$ cat config.mk
export PLATFORM = sky130hd
export DESIGN_NAME = uart_led_frame_parser
export DESIGN_NICKNAME = d
export VERILOG_FILES = /design/src/rtl/uart_led_frame_parser.sv
export SDC_FILE = /design/constraint.sdc
export NUM_CORES = 1
export LEC_CHECK = 0
export CORE_ASPECT_RATIO = 1.2
export CORE_MARGIN = 2
export CORE_UTILIZATION = 51
export DETAILED_ROUTE_END_ITERATION = 6
export GPL_TIMING_DRIVEN = 1
export PLACE_DENSITY = 0.8
export SLEW_MARGIN = 20
export SYNTH_ARGS = -nofsm -noshare
export SYNTH_HDL_FRONTEND = slang
export SYNTH_SLANG_ARGS = --single-unit
export TNS_END_PERCENT = 30
$ cat constraint.sdc
create_clock -name i_clk -period 1.6 [get_ports i_clk]
set_clock_uncertainty 0.1 [all_clocks]
set_input_delay 0.32 -clock i_clk [delete_from_list [all_inputs] [get_ports i_clk]]
set_output_delay 0.32 -clock i_clk [all_outputs]
set_load 0.02 [all_outputs]
$ cat src/rtl/uart_led_frame_parser.sv
// Purpose : decode SYNC/BASE/LEN/DATA/CSUM LED update frames from the UART byte stream
//           and write the pixel bytes into the LED frame memory.
// Latency : o_wr_en / o_frame_done / o_frame_err are registered, 1 cycle after the causing i_stb.
// Backpressure: none; a byte is accepted on every i_stb, including back-to-back strobes.
//
// Ports:
//   i_clk, i_reset         clock, synchronous active-high reset
//   i_stb, i_data          byte strobe and byte from the UART receiver
//   o_wr_en/addr/data      one-cycle write into the LED frame memory
//   o_frame_done           one-cycle pulse, frame ended with a matching checksum
//   o_frame_err            one-cycle pulse, checksum mismatch or inter-byte timeout
//   o_busy                 high while a frame is being received
module uart_led_frame_parser #(
    parameter int         NUM_LEDS       = 64,
    parameter int         ADDR_W         = 6,
    parameter logic [7:0] SYNC_BYTE      = 8'hA5,
    parameter int         TIMEOUT_CYCLES = 8680,
    parameter int         TIMEOUT_W      = 16
) (
    input  logic              i_clk,
    input  logic              i_reset,
    input  logic              i_stb,
    input  logic [7:0]        i_data,
    output logic              o_wr_en,
    output logic [ADDR_W-1:0] o_wr_addr,
    output logic [7:0]        o_wr_data,
    output logic              o_frame_done,
    output logic              o_frame_err,
    output logic              o_busy
);

    typedef enum logic [2:0] {
        S_IDLE,
        S_BASE,
        S_LEN,
        S_DATA,
        S_CSUM
    } state_t;

    localparam logic [9:0]           NUM_LEDS_V = 10'(NUM_LEDS);
    localparam logic [TIMEOUT_W-1:0] TMO_LAST   = TIMEOUT_W'(TIMEOUT_CYCLES - 1);

    state_t               state_q,   state_d;
    logic [8:0]           idx_q,     idx_d;     // base + k, 9 bits so it never wraps
    logic [7:0]           rem_q,     rem_d;     // data bytes still expected
    logic [7:0]           csum_q,    csum_d;
    logic [TIMEOUT_W-1:0] tmo_q,     tmo_d;
    logic                 wr_en_q,   wr_en_d;
    logic [ADDR_W-1:0]    wr_addr_q, wr_addr_d;
    logic [7:0]           wr_data_q, wr_data_d;
    logic                 done_q,    done_d;
    logic                 err_q,     err_d;

    always_ff @(posedge i_clk) begin
        if (i_reset) begin
            state_q   <= S_IDLE;
            idx_q     <= '0;
            rem_q     <= '0;
            csum_q    <= '0;
            tmo_q     <= '0;
            wr_en_q   <= 1'b0;
            wr_addr_q <= '0;
            wr_data_q <= '0;
            done_q    <= 1'b0;
            err_q     <= 1'b0;
        end else begin
            state_q   <= state_d;
            idx_q     <= idx_d;
            rem_q     <= rem_d;
            csum_q    <= csum_d;
            tmo_q     <= tmo_d;
            wr_en_q   <= wr_en_d;
            wr_addr_q <= wr_addr_d;
            wr_data_q <= wr_data_d;
            done_q    <= done_d;
            err_q     <= err_d;
        end
    end

    always_comb begin
        state_d   = state_q;
        idx_d     = idx_q;
        rem_d     = rem_q;
        csum_d    = csum_q;
        tmo_d     = tmo_q;
        wr_en_d   = 1'b0;
        wr_addr_d = wr_addr_q;
        wr_data_d = wr_data_q;
        done_d    = 1'b0;
        err_d     = 1'b0;

        if (i_stb) begin
            // A byte always wins over a coincident timeout terminal count.
            tmo_d = '0;
            case (state_q)
                S_IDLE: begin
                    if (i_data == SYNC_BYTE) state_d = S_BASE;
                end
                S_BASE: begin
                    idx_d   = {1'b0, i_data};
                    csum_d  = i_data;
                    state_d = S_LEN;
                end
                S_LEN: begin
                    rem_d   = i_data;
                    csum_d  = csum_q ^ i_data;
                    state_d = (i_data == 8'd0) ? S_CSUM : S_DATA;
                end
                S_DATA: begin
                    csum_d = csum_q ^ i_data;
                    // Out-of-range bytes are consumed and checksummed but not written.
                    if ({1'b0, idx_q} < NUM_LEDS_V) begin
                        wr_en_d   = 1'b1;
                        wr_addr_d = idx_q[ADDR_W-1:0];
                        wr_data_d = i_data;
                    end
                    idx_d = idx_q + 9'd1;
                    rem_d = rem_q - 8'd1;
                    if (rem_q == 8'd1) state_d = S_CSUM;
                end
                S_CSUM: begin
                    if (i_data == csum_q) done_d = 1'b1;
                    else                  err_d  = 1'b1;
                    state_d = S_IDLE;
                end
                default: state_d = S_IDLE;
            endcase
        end else if (state_q != S_IDLE) begin
            if (tmo_q == TMO_LAST) begin
                state_d = S_IDLE;
                err_d   = 1'b1;
                tmo_d   = '0;
            end else begin
                tmo_d = tmo_q + TIMEOUT_W'(1);
            end
        end else begin
            tmo_d = '0;
        end
    end

    assign o_wr_en      = wr_en_q;
    assign o_wr_addr    = wr_addr_q;
    assign o_wr_data    = wr_data_q;
    assign o_frame_done = done_q;
    assign o_frame_err  = err_q;
    assign o_busy       = (state_q != S_IDLE);

endmodule
# Word level (Yosys, flattened, before mapping)
# Index checks and enable logic that the tools add are counted.
# totals
register_bits,61
input_bits,11
output_inout_bits,18
wordCells,63
# classes
addsub,3
order_cmp,1
n_eq_ne,10
muxes,17
n_bitwise,5
n_reduce_logical,17
# ops
op,count
case mux 8 bit (2 select lines),2
two-way mux 3 bit,6
case mux 9 bit (2 select lines),1
"adder 16 x 1 -> 16 bit, second input constant",1
"equality test 16 x 14 -> 1 bit, second input constant",1
case mux 3 bit (4 select lines),1
nonzero test 2 bit,5
"adder 9 x 1 -> 9 bit, second input constant",1
"< comparator 9 x 7 -> 1 bit, second input constant",1
"equality test 8 x 1 -> 1 bit, second input constant",1
equality test 8 bit,1
"equality test 8 bit, second input constant",1
zero test 8 bit,1
"subtractor 8 x 1 -> 8 bit, second input constant",1
XOR 8 bit,1
two-way mux 1 bit,7
"equality test 3 x 2 -> 1 bit, second input constant",2
"!= test 3 bit, second input constant",2
AND reduction 2 bit,3
OR reduction 3 bit,2
inverter 1 bit,4
AND reduction 4 bit,1
OR reduction 4 bit,1
"equality test 3 x 1 -> 1 bit, second input constant",1
5 further kinds,5

# Logic depth before layout (Yosys ltp)
# logic_depth
word_depth,4
depth_mapped,7

# Least setup slack after synthesis
# Ideal clock, no wire load.
# synth_path
path_kind,reg-to-reg
startpoint,reg tmo_q[14]
endpoint,reg tmo_q[5]
setup_ps,115
arrival_ps,1481
required_ps,1385
setup_slack_ps,-96
stages_incl_launch_ff,7
path_buffers,1
cell_sequence,dfxtp_1 > or4b_1 > nor3_2 > nand3_1 > nand2_1 > buf_4 > nor2_1
# synth_between
elab_chain_len,2
# synth_rtl
item,line_no,text
from (decl),47,"logic [TIMEOUT_W-1:0] tmo_q, tmo_d;"
from (signal assigned),71,tmo_q <= tmo_d;
equality test 16 x 14 -> 1 bit,129,if (tmo_q == TMO_LAST) begin
OR reduction 4 bit (no source line),n/a,
# No other way between the ends.
# A chain may end at the register's enable or synchronous reset.

# Worst setup path in the final report
# layout_path
startpoint,in i_data[3]
endpoint,reg state_q[0]
# layout_between
elab_chain_len,4
word_cells_on_any_way,7
classes_between,2 x eq/ne; 3 x mux; 2 x reduce/logical
# layout_rtl
item,line_no,text
from (decl),23,"input logic [7:0] i_data,"
zero test 8 bit,107,state_d = (i_data == 8'd0) ? S_CSUM : S_DATA;
two-way mux 3 bit,107,
case mux 3 bit (4 select lines),95,case (state_q)
two-way mux 3 bit,92,if (i_stb) begin
to (signal assigned),67,state_q <= state_d;
to (decl),43,"state_t state_q, state_d;"
# Parallel ways exist; a longest one is shown, timed or not.

==> results.py <==
metrics = {
    "sta": {
        "holdWs_ns": 0.3556,
        "relSlewSlack_pct": 77.96,
        "final_max_slew_viol_count": 0,
        "max_freq_mhz": 569.5,
        "worstMarginPinSlew_ns": 0.3295,
        "setup_ws_ns": -0.1560,
        "rsz0062_at_grt": "true",
        "hold_viol": 0,
        "period_needed_ns": 1.756,
        "min_period_over_period_pct": 109.8,
        "setup_viol": 19,
    },
    "route": {
        "postRouteAntennaNets": 0,
        "first_iter_violations": 242,
        "drt-vias-per-instance": 5.784,
        "vias": 3025,
        "wirelength_mm": 7.944,
        "drcViolationCount": 0,
        "wire_per_inst_microns": 15.19,
        "dr.pass1.iters": 4,
    },
    "finish": {
        "diodes": 0,
        "area_growth_pct": 35.60,
        "fill_cells": 426,
        "nNetsFinal": 469,
        "drive_gt1_share_pct": 23.75,
        "fin_util_pct": 71.23,
    },
    "global_route": {
        "grt_pass1_vias": 2880,
        "grt_pass1_wl_mm": 12.93,
        "grt_overflow": 0,
        "grt_util_all_layers_pct": 26.18,
        "antenna_found_initial": 0,
        "grt_start_max_net_pins": 28,
    },
    "yosys": {
        "synth_top_area_share_pct": 41.57,
        "netlist_instances": 379,
        "ys_types": 46,
        "ys_seq_area_share_pct": 41.57,
        "synth.largest_area_cell": "dfxtp_1",
        "ys.flop_type": "dfxtp_1",
        "yosys_warnings": 0,
        "postSynth.asyncResetShare_pct": 0,
        "ys_seq_elements": 61,
        "synth_edf_count": 0,
        "syn_area_sq_mm": 0.002938,
        "syn_avg_cell_area_sq_um": 7.751,
        "synthesis.nets": 394,
        "ys_top_cells_by_area": "dfxtp_1, nor2_1, nand2_1",
    },
    "setup_path": {
        "cp.arrival_ns": 1.92,
        "timing.rr.start": "tmo_q[14]",
        "reg2reg_slack_ns": -0.15,
        "start_kind": "input port",
        "rr_worst_depth": 5,
        "worstPathCellList": "clkdlybuf4s50_1, or4_1, o21ai_1, nand2_1, a21oi_2, mux2i_1",
        "cp.required_ns": 1.77,
        "crit_path_max_incr_delay_ns": 0.56,
        "reg2reg_to": "state_q[0]",
        "slowest_stage": "or4_1",
        "worstSetupEndpointType": "flop",
        "critPathMaxFanout": 2,
        "critPathKind": "input port to flop",
    },
    "die": {
        "num_rows": 30,
        "start_util_pct": 52.53,
        "fp.dieArea_sq_mm": 0.006386,
        "ios": 29,
        "die_h_microns": 87.14,
        "die_x_microns": 73.29,
        "core_sq_mm": 0.005593,
    },
    "placed_design": {
        "io_buffer_count": 28,
        "dp_hpwl_mm": 5.588,
        "gp_congestion": 0.9417,
    },
    "power_and_ir_drop": {
        "vdd_drop_max_v": 0.0005099,
        "static-leakage-power_nw": 1.524,
        "powerDensity_mw_per_mm2": 790.4,
    },
    "clock_tree": {
        "cts_buffer_depth": 2,
        "cts_sinks": 61,
        "clk_pin_slew_ns": 0.07,
        "clock_latency_ns": 0.34,
        "cts_tree": "built",
        "cts-htree-levels": 3,
        "cts_buffers": 9,
        "ctsRootBufferMaster": "clkbuf_8",
        "holdBufCountCts": 0,
    },
    "worst_hold_path": {
        "min_path_type": "flop to flop",
        "holdPathEnd": "o_wr_addr[4]",
        "hold-path-cell-count": 2,
        "holdCritStartpoint": "o_wr_addr[4]",
    },
    "run_status": {
        "outcome": "finished with violations",
        "violations": "negative setup slack",
    },
    "job": {
        "max_cap_viol_count": 0,
    },
}
==> placed cells by master, fill, tap and decap left out, drive strengths merged, types with 6 or more instances in the layout <==
master         count
xnor2             14
nand3              9
nor2              59
xor2               8
a31oi             12
nand4             11
o21ai             20
dlygate4sd2       18
nor3              10
a21oi             37
buf               59
clkdlybuf4s50      9
clkbuf            11
dfxtp             61
nand2             54
inv                6
==> where the power goes <==
part | total, W | leakage (nW) | switching (W) | internal, W
clock network | 0.00147 | 0.107 | 0.000600 | 0.000870
registers | 0.00152 | 0.493 | 0.000000662 | 0.00152
logic | 0.000160 | 0.924 | 0.0000872 | 0.0000731
==> synthesized netlist by cell type, types with 2 or more instances <==
cell and number:
nand4_1 11, a31oi_1 12, nor3b_1 2, a21oi_1 36
inv_1 6, or4_1 4, nand3_1 9, nor2b_1 2
a41oi_1 2, mux2i_1 2, ha_1 4, o22ai_1 5
clkbuf_1 14, xor2_1 8, xnor2_1 14, a211oi_1 2
nand3b_1 3, o21ai_0 19, buf_2 6, and4_1 2
a311oi_1 3, nand2b_1 4, nor2_1 59, nor3_1 9
nand2_1 53, and3b_1 2, nor4_1 2, and2_1 3
and3_1 4, dfxtp_1 61
==> layout make-up <==
cell class / instances / area, sq um / share of cell area [%]
multi-input cells: 290 / 1717 / 43.09
flip-flops and latches: 61 / 1226 / 30.78
repair buffers: 86 / 732.0 / 18.37
inverters: 6 / 22.52 / 0.5653
clock buffers: 11 / 131.4 / 3.298
well taps: 64 / 80.08 / 2.010
clock inverters: 5 / 75.07 / 1.884
==> critical path: cells and delay by family <==
family                 cells  cell delay [ns]
AND/OR/NAND/NOR            2             0.63
buffers and inverters      1             0.43
AO/OA/AOI/OAI              2             0.34
multiplexers               1             0.21
==> cells by family (layout without fill, tap and decap cells) <==
group / count (synthesis) / count (layout) / share of synthesized area (%)
buffers and inverters: 29 / 108 / 4.344
AND/OR/NAND/NOR: 174 / 175 / 28.02
flip-flops: 61 / 61 / 41.57
multiplexers: 2 / 2 / 0.6815
XOR/XNOR: 22 / 22 / 6.559
AO/OA/AOI/OAI: 87 / 87 / 17.12
adder cells (fa/ha/maj): 4 / 4 / 1.704
==> sequential cells by signal, summed over array words and instances (netlist names) <==
register      count
o_wr_addr         6
rem_q             8
o_wr_data         8
o_frame_err       1
tmo_q            16
csum_q            8
o_frame_done      1
o_wr_en           1
idx_q             9
state_q           3
==> through the flow <==
stage | setup TNS (ns) | area (sq um) | std cells | setup slack, ns | power [W]
final | -1.492 | 3984 | 523 | -0.1560 | 0.003149
after floorplan | -1.271 | 2949 | 379 | -0.07128 | 0.001620
after global routing | -3.677 | 3984 | 523 | -0.2603 | 0.003248
after detailed placement | -19.77 | 3645 | 504 | -0.5047 | 0.001707
after global placement | -18.55 | 3645 | 504 | -0.4505 | 0.001704
after CTS | -1.395 | 3906 | 522 | -0.1527 | 0.003170
==> how the worst max path moves through the flow <==
stage / start / to / cells after the start / slack [ns]
6_report: i_data[3] / state_q[0] / 6 / -0.16
5_1_grt: tmo_q[0] / state_q[0] / 7 / -0.26
4_1_cts: tmo_q[14] / state_q[0] / 5 / -0.15
3_5_place_dp: i_data[1] / state_q[0] / 6 / -0.50
3_3_place_gp: i_stb / o_wr_data[6] / 7 / -0.45
2_1_floorplan: state_q[2] / o_wr_data[5] / 7 / -0.07
==> metal layers <==
metal | vias up | share of wire, % | global-route usage, %
met4 | 0 | 2.6 | 13.80
met2 | 88 | 50 | 43.49
met1 | 1427 | 42 | 31.51
met3 | 17 | 4.7 | 5.208
met5 | - | 0 | 0
li1 | 1493 | - | -
==> repair_timing <==
item | in CTS | in global routing
cloned | 1 | 1
endpoints found under the setup margin | 65 | 55
pin swaps | 14 | 7
gates resized for setup | 35 | 30
setup buffers | 1 | 0
Power figures use the tool's default switching activity.
